<file path="src/rtl/fsa_bank_ctl_if.sv">
// ---------------------------------------------------------------------------
// fsa_bank_ctl_if
// AXI4-Stream beat bus between fsa_bank_ctl and its downstream consumer.
//   tvalid  beat valid (master -> slave)
//   tdata   bank word, DW bits (master -> slave)
//   tuser   first beat of a frame (master -> slave)
//   tlast   last beat of a frame (master -> slave)
//   tready  downstream ready (slave -> master)
// ---------------------------------------------------------------------------
interface fsa_bank_ctl_if #(
    parameter int unsigned DW = 32
) ();
    logic          tvalid;
    logic [DW-1:0] tdata;
    logic          tuser;
    logic          tlast;
    logic          tready;

    modport master (output tvalid, output tdata, output tuser, output tlast, input tready);
    modport slave  (input tvalid, input tdata, input tuser, input tlast, output tready);
endinterface

</file>
<file path="src/rtl/fsa_bank_ctl.sv">
// ---------------------------------------------------------------------------
// fsa_bank_ctl
// Owns the BR_NUM column-result banks written by fsa_core. The write bank is
// rotated at every frame-complete pulse (sof); completed banks are queued and
// streamed out in write order, one word per column, then freed.
//
// Ports
//   clk          clock
//   resetn       synchronous active-low reset
//   width        columns per frame, latched when a bank read starts
//   sof          fsa_core frame-complete pulse
//   wr_bmp       one-hot write-bank select to fsa_core (registered)
//   rd_bank_en   one-hot BRAM read enable, high on read-issue cycles only
//   rd_addr      BRAM read address (column)
//   rd_data_all  bank read data, bank i at [i*BR_DW +: BR_DW], latency 1
//   m_axis       AXI4-Stream master (tvalid/tdata/tuser/tlast/tready)
//   frm_drop     1-cycle pulse: frame overwritten because no bank was free
//
// Optional: define FSA_BANK_STAT_EN to add drop_cnt[15:0] (saturating count
// of frm_drop pulses) and frm_cnt[15:0] (wrapping count of accepted tlast).
// ---------------------------------------------------------------------------
module fsa_bank_ctl #(
    parameter int unsigned BR_NUM   = 4,
    parameter int unsigned BR_AW    = 12,
    parameter int unsigned BR_DW    = 32,
    parameter int unsigned C_IMG_WW = 12
) (
    input  logic                    clk,
    input  logic                    resetn,
    input  logic [C_IMG_WW-1:0]     width,
    input  logic                    sof,
    output logic [BR_NUM-1:0]       wr_bmp,
    output logic [BR_NUM-1:0]       rd_bank_en,
    output logic [BR_AW-1:0]        rd_addr,
    input  logic [BR_NUM*BR_DW-1:0] rd_data_all,
    fsa_bank_ctl_if.master          m_axis,
    output logic                    frm_drop
`ifdef FSA_BANK_STAT_EN
    ,
    output logic [15:0]             drop_cnt,
    output logic [15:0]             frm_cnt
`endif
);

    localparam int unsigned IW = (BR_NUM > 1) ? $clog2(BR_NUM) : 1;
    localparam int unsigned CW = (C_IMG_WW > BR_AW) ? C_IMG_WW : BR_AW;

    typedef enum logic [1:0] {BkFree, BkWr, BkFull, BkRd} bank_e;
    typedef enum logic [1:0] {StIdle, StRun, StDrain} rd_st_e;

    bank_e               bank_st [BR_NUM];
    logic [IW-1:0]       wr_idx;
    logic [IW-1:0]       rd_idx;
    rd_st_e              rd_st;
    logic [C_IMG_WW-1:0] w_l;
    logic [BR_AW-1:0]    col;

    // One read in flight: issued last cycle, data arrives on rd_data_all now.
    logic                infl;
    logic                infl_user;
    logic                infl_last;

    // Second FIFO entry; the first entry is the m_axis output register itself.
    logic                sk_v;
    logic [BR_DW-1:0]    sk_data;
    logic                sk_user;
    logic                sk_last;

    logic                pop;
    logic [1:0]          occ;
    logic [2:0]          lvl;
    logic                issue;
    logic                last_col;
    logic                rel;
    logic [IW-1:0]       wr_nxt;
    logic [IW-1:0]       rd_nxt;
    logic                nxt_free;
    logic [BR_DW-1:0]    rd_word;

    always_comb begin
        pop      = m_axis.tvalid & m_axis.tready;
        occ      = {1'b0, m_axis.tvalid} + {1'b0, sk_v};
        // Occupancy after this cycle's pop, counting the read still in flight.
        lvl      = {1'b0, occ} + {2'b00, infl} - {2'b00, pop};
        last_col = (CW'(col) == CW'(w_l - 1'b1));
        issue    = (rd_st == StRun) && (w_l != '0) && (occ != 2'd2) && (lvl < 3'd2);
        rel      = ((rd_st == StDrain) && pop && m_axis.tlast) ||
                   ((rd_st == StRun) && (w_l == '0));
        wr_nxt   = (wr_idx == IW'(BR_NUM - 1)) ? '0 : wr_idx + 1'b1;
        rd_nxt   = (rd_idx == IW'(BR_NUM - 1)) ? '0 : rd_idx + 1'b1;
        // A bank released on this edge is already free for allocation.
        nxt_free = (bank_st[wr_nxt] == BkFree) || (rel && (rd_idx == wr_nxt));

        rd_word = '0;
        for (int i = 0; i < BR_NUM; i++) begin
            if (rd_idx == IW'(i)) begin
                rd_word = rd_data_all[i*BR_DW +: BR_DW];
            end
        end

        rd_bank_en = '0;
        if (issue) begin
            rd_bank_en[rd_idx] = 1'b1;
        end
    end

    assign rd_addr = col;

    always_ff @(posedge clk) begin
        if (!resetn) begin
            for (int i = 0; i < BR_NUM; i++) begin
                bank_st[i] <= (i == 0) ? BkWr : BkFree;
            end
            wr_idx        <= '0;
            rd_idx        <= '0;
            wr_bmp        <= BR_NUM'(1);
            frm_drop      <= 1'b0;
            rd_st         <= StIdle;
            w_l           <= '0;
            col           <= '0;
            infl          <= 1'b0;
            infl_user     <= 1'b0;
            infl_last     <= 1'b0;
            sk_v          <= 1'b0;
            sk_data       <= '0;
            sk_user       <= 1'b0;
            sk_last       <= 1'b0;
            m_axis.tvalid <= 1'b0;
            m_axis.tdata  <= '0;
            m_axis.tuser  <= 1'b0;
            m_axis.tlast  <= 1'b0;
`ifdef FSA_BANK_STAT_EN
            drop_cnt      <= '0;
            frm_cnt       <= '0;
`endif
        end else begin
            frm_drop <= 1'b0;

            // Reader FSM. Bank updates here precede the writer's so that a
            // same-edge allocation of a just-released bank overrides FREE.
            unique case (rd_st)
                StIdle: begin
                    if (bank_st[rd_idx] == BkFull) begin
                        bank_st[rd_idx] <= BkRd;
                        w_l             <= width;
                        col             <= '0;
                        rd_st           <= StRun;
                    end
                end
                StRun: begin
                    if (w_l == '0) begin
                        bank_st[rd_idx] <= BkFree;
                        rd_idx          <= rd_nxt;
                        rd_st           <= StIdle;
                    end else if (issue) begin
                        col <= col + 1'b1;
                        if (last_col) begin
                            rd_st <= StDrain;
                        end
                    end
                end
                StDrain: begin
                    if (rel) begin
                        bank_st[rd_idx] <= BkFree;
                        rd_idx          <= rd_nxt;
                        rd_st           <= StIdle;
                    end
                end
                default: rd_st <= StIdle;
            endcase

            infl <= issue;
            if (issue) begin
                infl_user <= (col == '0);
                infl_last <= last_col;
            end

            // Two-entry FIFO: output register plus skid entry.
            if (!m_axis.tvalid || pop) begin
                if (sk_v) begin
                    m_axis.tvalid <= 1'b1;
                    m_axis.tdata  <= sk_data;
                    m_axis.tuser  <= sk_user;
                    m_axis.tlast  <= sk_last;
                    sk_v          <= infl;
                    if (infl) begin
                        sk_data <= rd_word;
                        sk_user <= infl_user;
                        sk_last <= infl_last;
                    end
                end else if (infl) begin
                    m_axis.tvalid <= 1'b1;
                    m_axis.tdata  <= rd_word;
                    m_axis.tuser  <= infl_user;
                    m_axis.tlast  <= infl_last;
                end else begin
                    m_axis.tvalid <= 1'b0;
                end
            end else if (infl) begin
                sk_v    <= 1'b1;
                sk_data <= rd_word;
                sk_user <= infl_user;
                sk_last <= infl_last;
            end

            // Write rotation.
            if (sof) begin
                if (nxt_free) begin
                    bank_st[wr_idx] <= BkFull;
                    bank_st[wr_nxt] <= BkWr;
                    wr_idx          <= wr_nxt;
                    wr_bmp          <= BR_NUM'(1) << wr_nxt;
                end else begin
                    frm_drop <= 1'b1;
                end
            end

`ifdef FSA_BANK_STAT_EN
            if (sof && !nxt_free && (drop_cnt != 16'hFFFF)) begin
                drop_cnt <= drop_cnt + 16'd1;
            end
            if (pop && m_axis.tlast) begin
                frm_cnt <= frm_cnt + 16'd1;
            end
`endif
        end
    end

endmodule

</file>
<file path="src/flat_wrapper.sv">
// flat-port wrapper written by rule: the top's interface ports become plain ports
module fsa_bank_ctl_flat 
#(
    parameter int unsigned BR_NUM   = 4,
    parameter int unsigned BR_AW    = 12,
    parameter int unsigned BR_DW    = 32,
    parameter int unsigned C_IMG_WW = 12
)
  (clk, resetn, width, sof, wr_bmp, rd_bank_en, rd_addr, rd_data_all, frm_drop, m_axis_tvalid, m_axis_tdata, m_axis_tuser, m_axis_tlast, m_axis_tready);
  fsa_bank_ctl_if #(.DW(BR_DW)) m_axis_i ();
  input  logic clk;
  input  logic resetn;
  input  logic [C_IMG_WW-1:0] width;
  input  logic sof;
  output logic [BR_NUM-1:0] wr_bmp;
  output logic [BR_NUM-1:0] rd_bank_en;
  output logic [BR_AW-1:0] rd_addr;
  input  logic [BR_NUM*BR_DW-1:0] rd_data_all;
  output logic frm_drop;
  output wire logic [$bits(m_axis_i.tvalid)-1:0] m_axis_tvalid;
  output wire logic [$bits(m_axis_i.tdata)-1:0] m_axis_tdata;
  output wire logic [$bits(m_axis_i.tuser)-1:0] m_axis_tuser;
  output wire logic [$bits(m_axis_i.tlast)-1:0] m_axis_tlast;
  input wire logic [$bits(m_axis_i.tready)-1:0] m_axis_tready;
  assign m_axis_tvalid = m_axis_i.tvalid;
  assign m_axis_tdata = m_axis_i.tdata;
  assign m_axis_tuser = m_axis_i.tuser;
  assign m_axis_tlast = m_axis_i.tlast;
  assign m_axis_i.tready = m_axis_tready;
  fsa_bank_ctl #(.BR_NUM(BR_NUM), .BR_AW(BR_AW), .BR_DW(BR_DW), .C_IMG_WW(C_IMG_WW)) u_core (.clk(clk), .resetn(resetn), .width(width), .sof(sof), .wr_bmp(wr_bmp), .rd_bank_en(rd_bank_en), .rd_addr(rd_addr), .rd_data_all(rd_data_all), .m_axis(m_axis_i), .frm_drop(frm_drop));
endmodule
</file>
<file path="config.mk">
export PLATFORM = sky130hd
export DESIGN_NAME = fsa_bank_ctl_flat
export DESIGN_NICKNAME = d
export VERILOG_FILES = /design/src/rtl/fsa_bank_ctl_if.sv /design/src/rtl/fsa_bank_ctl.sv /design/src/flat_wrapper.sv
export SDC_FILE = /design/constraint.sdc
export NUM_CORES = 1
export LEC_CHECK = 0
export CAP_MARGIN = 20
export CORE_MARGIN = 4
export CORE_UTILIZATION = 30
export CTS_CLUSTER_DIAMETER = 50
export CTS_CLUSTER_SIZE = 20
export DETAILED_ROUTE_END_ITERATION = 10
export RECOVER_POWER = 25
export SLEW_MARGIN = 25
export SYNTH_ARGS = -nofsm -noshare
export SYNTH_HDL_FRONTEND = slang
export SYNTH_SLANG_ARGS = --single-unit
</file>
<file path="constraint.sdc">
create_clock -name clk -period 3.8 [get_ports clk]
set_input_delay 0.76 -clock clk [delete_from_list [all_inputs] [get_ports clk]]
set_output_delay 0.76 -clock clk [all_outputs]
set_load 0.005 [all_outputs]
</file>
==> key figures <==
Clock network
  – Root buffer selected by CTS: sky130_fd_sc_hd__clkbuf_16
  – Source-to-sink clock delay at the later pin of the worst-skew pair: ~0.42 ns
  – Total of hold buffers inserted after clock tree synthesis: 0
  – Total number of H-tree levels: 4
  – Clock buffer count from CTS: 17
  – CTS tree: yes
  – CTS sink count: 118
  – Clock-pin slew of the registers on the worst-case setup and hold paths: roughly 0.050 ns
  – Maximum count of clock buffers along a single path: 2

Yosys
  – FFs w/ async S/R, synth: 0%
  – Fraction of post-synthesis cell area in the top cell type by area: between 30% and 40%
  – Unique masters post-synth: between 60 and 70
  – Portion of the post-synthesis area used by sequential elements: approximately 37%
  – Cell area after synthesis: 6320 sq um
  – Number of warnings issued by yosys: 0
  – Number of flops mapped to enable cells by yosys: 0
  – Most area-hungry cell type in the Yosys netlist: sky130_fd_sc_hd__dfxtp_1
  – Top cells by area in the synthesized netlist: sky130_fd_sc_hd__dfxtp_1 (37%), sky130_fd_sc_hd__a21oi_1 (4.8%), sky130_fd_sc_hd__nand2_1 (4.8%), sky130_fd_sc_hd__a22o_1 (4.6%), sky130_fd_sc_hd__nor2_1 (4.5%)
  – Synthesized net count: between 900 and 1,000
  – Most used DFF post-synth: sky130_fd_sc_hd__dfxtp_1
  – Average size of a mapped cell: 8.17 sq um
  – Post-synthesis cell count: just under 800
  – Number of flip-flops and latches in the synthesized netlist: between 100 and 150

GRT
  – Total overflow reported by the global router: 0
  – Pin count of the biggest net entering global routing: just over 70
  – First-pass GRT wire length: between 30 and 40 mm
  – All-Layer GR Usage: between 15 and 20%
  – Number of antenna violations at the first check in global routing: 0
  – Via count of the first global-routing pass: 5,682

Drt
  – Number of DRC markers after the initial detailed-route iteration: 362
  – Via Count: between 6,000 and 7,000
  – DRC: 0
  – First-pass iteration count of the detailed router: 4
  – Via-to-Cell Ratio: 5.03
  – Average wire length per cell after detail routing: between 15 and 20 microns
  – Wirelength, routed: roughly 20 mm
  – Antenna violation net count after detailed routing: 0

Placed design
  – HPWL after detailed placement: 14.3 mm
  – Weighted congestion reported at the end of routability-driven placement: a little over 0.8
  – Buffers on Ports: 199
  – Area of placed instances: 8560 sq um

Timing
  – Worst Max-Slew Pin Slew: 1.66 ns
  – Clock skew: around 0.0064 ns
  – Share of the clock period used by the worst path: a little over nine tenths
  – Setup repair after global routing missed its margin: false
  – Worst slew margin relative to its limit: -10.8%
  – Setup TNS: 0 ns
  – Final hold vios: 0
  – Max Freq: approximately 0.28 GHz
  – Final worst path period need: 3.57 ns
  – Final Slew Violations: 35
  – Setup-failing EPs final: 0

Finish
  – Layout-stage area growth over the synthesis result: 45.7%
  – Diode count: 0
  – Fin util: between 40 and 50%
  – Finished layout cell area: a little over 9000 sq um
  – Number of nets in the layout: about 1,100
  – Proportion of layout cells with a drive suffix above 1: approximately 8.4%

Die
  – Standard cell core area: between 20,000 and 25,000 sq um
  – Initial cell density of the core: between 30% and 40%
  – Number of placed I/O pins: 200
  – Area of the die: between 20,000 and 25,000 sq um
  – Die height: between 150 and 200 microns
  – FP Rows: 52
  – Horizontal extent of the die: between 150 and 200 microns

Setup path
  – Required @ worst endpoint: ~3.0 ns
  – Worst-path fanout max: 2
  – Critical path type: in -> out
  – Worst setup SP type: primary input
  – Kind of end point of the critical path: primary output
  – Worst path arrival time: around 2.8 ns

Outcome
  – Status: finished, violations left
  – Violations in the final reports: capacitance limit, slew limit

Min path
  – Classification of the worst-slack hold path: reg -> reg

Pwr
  – Peak supply drop: 0.309 mV
  – Ratio of total power to cell area: 451 nW/um^2
  – P_leak: around 0.0033 uW
  – Final Power: about 4200 uW

Run
  – Number of max-capacitance violations reported: 1
[area by class of cell]
type | instances | area, sq um
Fill cell | 2070 | 11300
Multi-Input combinational cell | 577 | 3680
Sequential cell | 118 | 2360
Timing Repair Buffer | 222 | 2130
Clock buffer | 18 | 439
Tap cell | 270 | 338
Clock inverter | 14 | 201
Inverter | 13 | 48.8
[kinds of logic after synthesis]
family / count (synthesis) / share of synthesized area (%)
AO/OA/AOI/OAI: 233 / 26.4
XOR/XNOR: 24 / 3.33
adder cells (fa/ha/maj): 16 / 3.29
buffers and inverters: 78 / 4.91
flip-flops: 118 / 37.4
multiplexers: 13 / 2.46
AND/OR/NAND/NOR: 291 / 22.3
[through the flow]
| stage | hold slack [ns] | worst slack (ns) | instances |
|---|---|---|---|
| after floorplan | 0.444 | 0.527 | 773 |
| after global placement | 0.460 | -0.376 | 1197 |
| after detailed placement | 0.463 | -0.363 | 1197 |
| after CTS | 0.480 | 0.00000977 | 1232 |
| after global routing | 0.483 | 0.0381 | 1232 |
| final | 0.470 | 0.225 | 1232 |
[synth_stat cells (2+ instances only)]
| cell | number |
|---|---|
| sky130_fd_sc_hd__dfxtp_1 | 118 |
| sky130_fd_sc_hd__nand2_1 | 81 |
| sky130_fd_sc_hd__nor2_1 | 75 |
| sky130_fd_sc_hd__a21oi_1 | 61 |
| sky130_fd_sc_hd__clkbuf_1 | 59 |
| sky130_fd_sc_hd__nor3_1 | 46 |
| sky130_fd_sc_hd__nor2b_1 | 38 |
| sky130_fd_sc_hd__o21ai_0 | 38 |
| sky130_fd_sc_hd__a211oi_1 | 36 |
| sky130_fd_sc_hd__a22o_1 | 33 |
| sky130_fd_sc_hd__a221oi_1 | 31 |
| sky130_fd_sc_hd__ha_1 | 15 |
| sky130_fd_sc_hd__xnor2_1 | 14 |
| sky130_fd_sc_hd__inv_1 | 13 |
| sky130_fd_sc_hd__mux2i_1 | 11 |
| sky130_fd_sc_hd__and2_1 | 10 |
| sky130_fd_sc_hd__nand3_1 | 10 |
| sky130_fd_sc_hd__xor2_1 | 10 |
| sky130_fd_sc_hd__nand2b_1 | 8 |
| sky130_fd_sc_hd__and3_1 | 4 |
| sky130_fd_sc_hd__o21a_1 | 4 |
| sky130_fd_sc_hd__nor4_1 | 3 |
| sky130_fd_sc_hd__o2111ai_1 | 3 |
| sky130_fd_sc_hd__o31ai_1 | 3 |
| sky130_fd_sc_hd__a2111oi_0 | 2 |
| sky130_fd_sc_hd__a2111oi_2 | 2 |
| sky130_fd_sc_hd__a21o_1 | 2 |
| sky130_fd_sc_hd__buf_1 | 2 |
| sky130_fd_sc_hd__buf_2 | 2 |
| sky130_fd_sc_hd__buf_6 | 2 |
| sky130_fd_sc_hd__mux4_2 | 2 |
| sky130_fd_sc_hd__nand4_1 | 2 |
| sky130_fd_sc_hd__o211ai_1 | 2 |
| sky130_fd_sc_hd__o32ai_1 | 2 |
| sky130_fd_sc_hd__or3_1 | 2 |
[state kept, by name (all words and copies together), names as in the netlist, 2 cells and up, named ones only]
name	flops
u_core.bank_st	8
u_core.sk_data	32
u_core.rd_addr	12
u_core.rd_idx	2
u_core.w_l	12
u_core.m_axis.tdata	32
u_core.wr_bmp	4
u_core.wr_idx	2
u_core.rd_st	2
[worst paths after layout]
check | from | end | slack [ns] | cells past startpoint
worst max-delay path | m_axis_tready | rd_bank_en[1] | 0.23 | 13
worst min-delay path | u_core.m_axis.tdata[6] | u_core.m_axis.tdata[6] | 0.47 | 1
worst max register to register | u_core.infl | u_core.rd_st[0] | 0.87 | 12
worst min register to register | u_core.m_axis.tdata[6] | u_core.m_axis.tdata[6] | 0.47 | 1
[layer usage]
metal,up-vias,global-route usage [%],routed length [microns]
met5,-,0,0
met4,0,4.92,266
met3,21,4.33,889
met2,148,26.8,9420
met1,2872,21.1,9110
li1,3151,-,-
[worst max-delay path, stage by stage]
cell	delay [ns]
sky130_fd_sc_hd__clkbuf_2	0.10
sky130_fd_sc_hd__and2_1	0.15
sky130_fd_sc_hd__ha_1	0.29
sky130_fd_sc_hd__nor2b_2	0.13
sky130_fd_sc_hd__fa_1	0.42
sky130_fd_sc_hd__nor2_1	0.12
sky130_fd_sc_hd__nand3_1	0.12
sky130_fd_sc_hd__a21oi_2	0.15
sky130_fd_sc_hd__buf_4	0.14
sky130_fd_sc_hd__buf_4	0.10
sky130_fd_sc_hd__buf_4	0.09
sky130_fd_sc_hd__and2_1	0.11
sky130_fd_sc_hd__buf_2	0.11
[what timing repair did]
item | 4_1_cts | 5_1_grt
cloned | 0 | 0
pin swaps | 1 | 4
buffers inserted | 3 | 0
resized for setup | 10 | 7
endpoints found under the setup margin | 4 | 3
[layout by cell type, fill, tap and decap left out, types with 33 or more instances in the layout]
cell                              count
sky130_fd_sc_hd__nor3_1              44
sky130_fd_sc_hd__a21oi_1             60
sky130_fd_sc_hd__o21ai_0             38
sky130_fd_sc_hd__nor2b_1             36
sky130_fd_sc_hd__dfxtp_1            117
sky130_fd_sc_hd__a22o_1              33
sky130_fd_sc_hd__dlygate4sd3_1       34
sky130_fd_sc_hd__nor2_1              73
sky130_fd_sc_hd__clkdlybuf4s50_1    160
sky130_fd_sc_hd__nand2_1             81
sky130_fd_sc_hd__a211oi_1            36
[power breakdown]
group | internal, uW | switching [uW]
Clock | 1120 | 609
Combinational | 498 | 542
Sequential | 1310 | 73.3
Note: power is estimated with default switching activity, not from simulation.
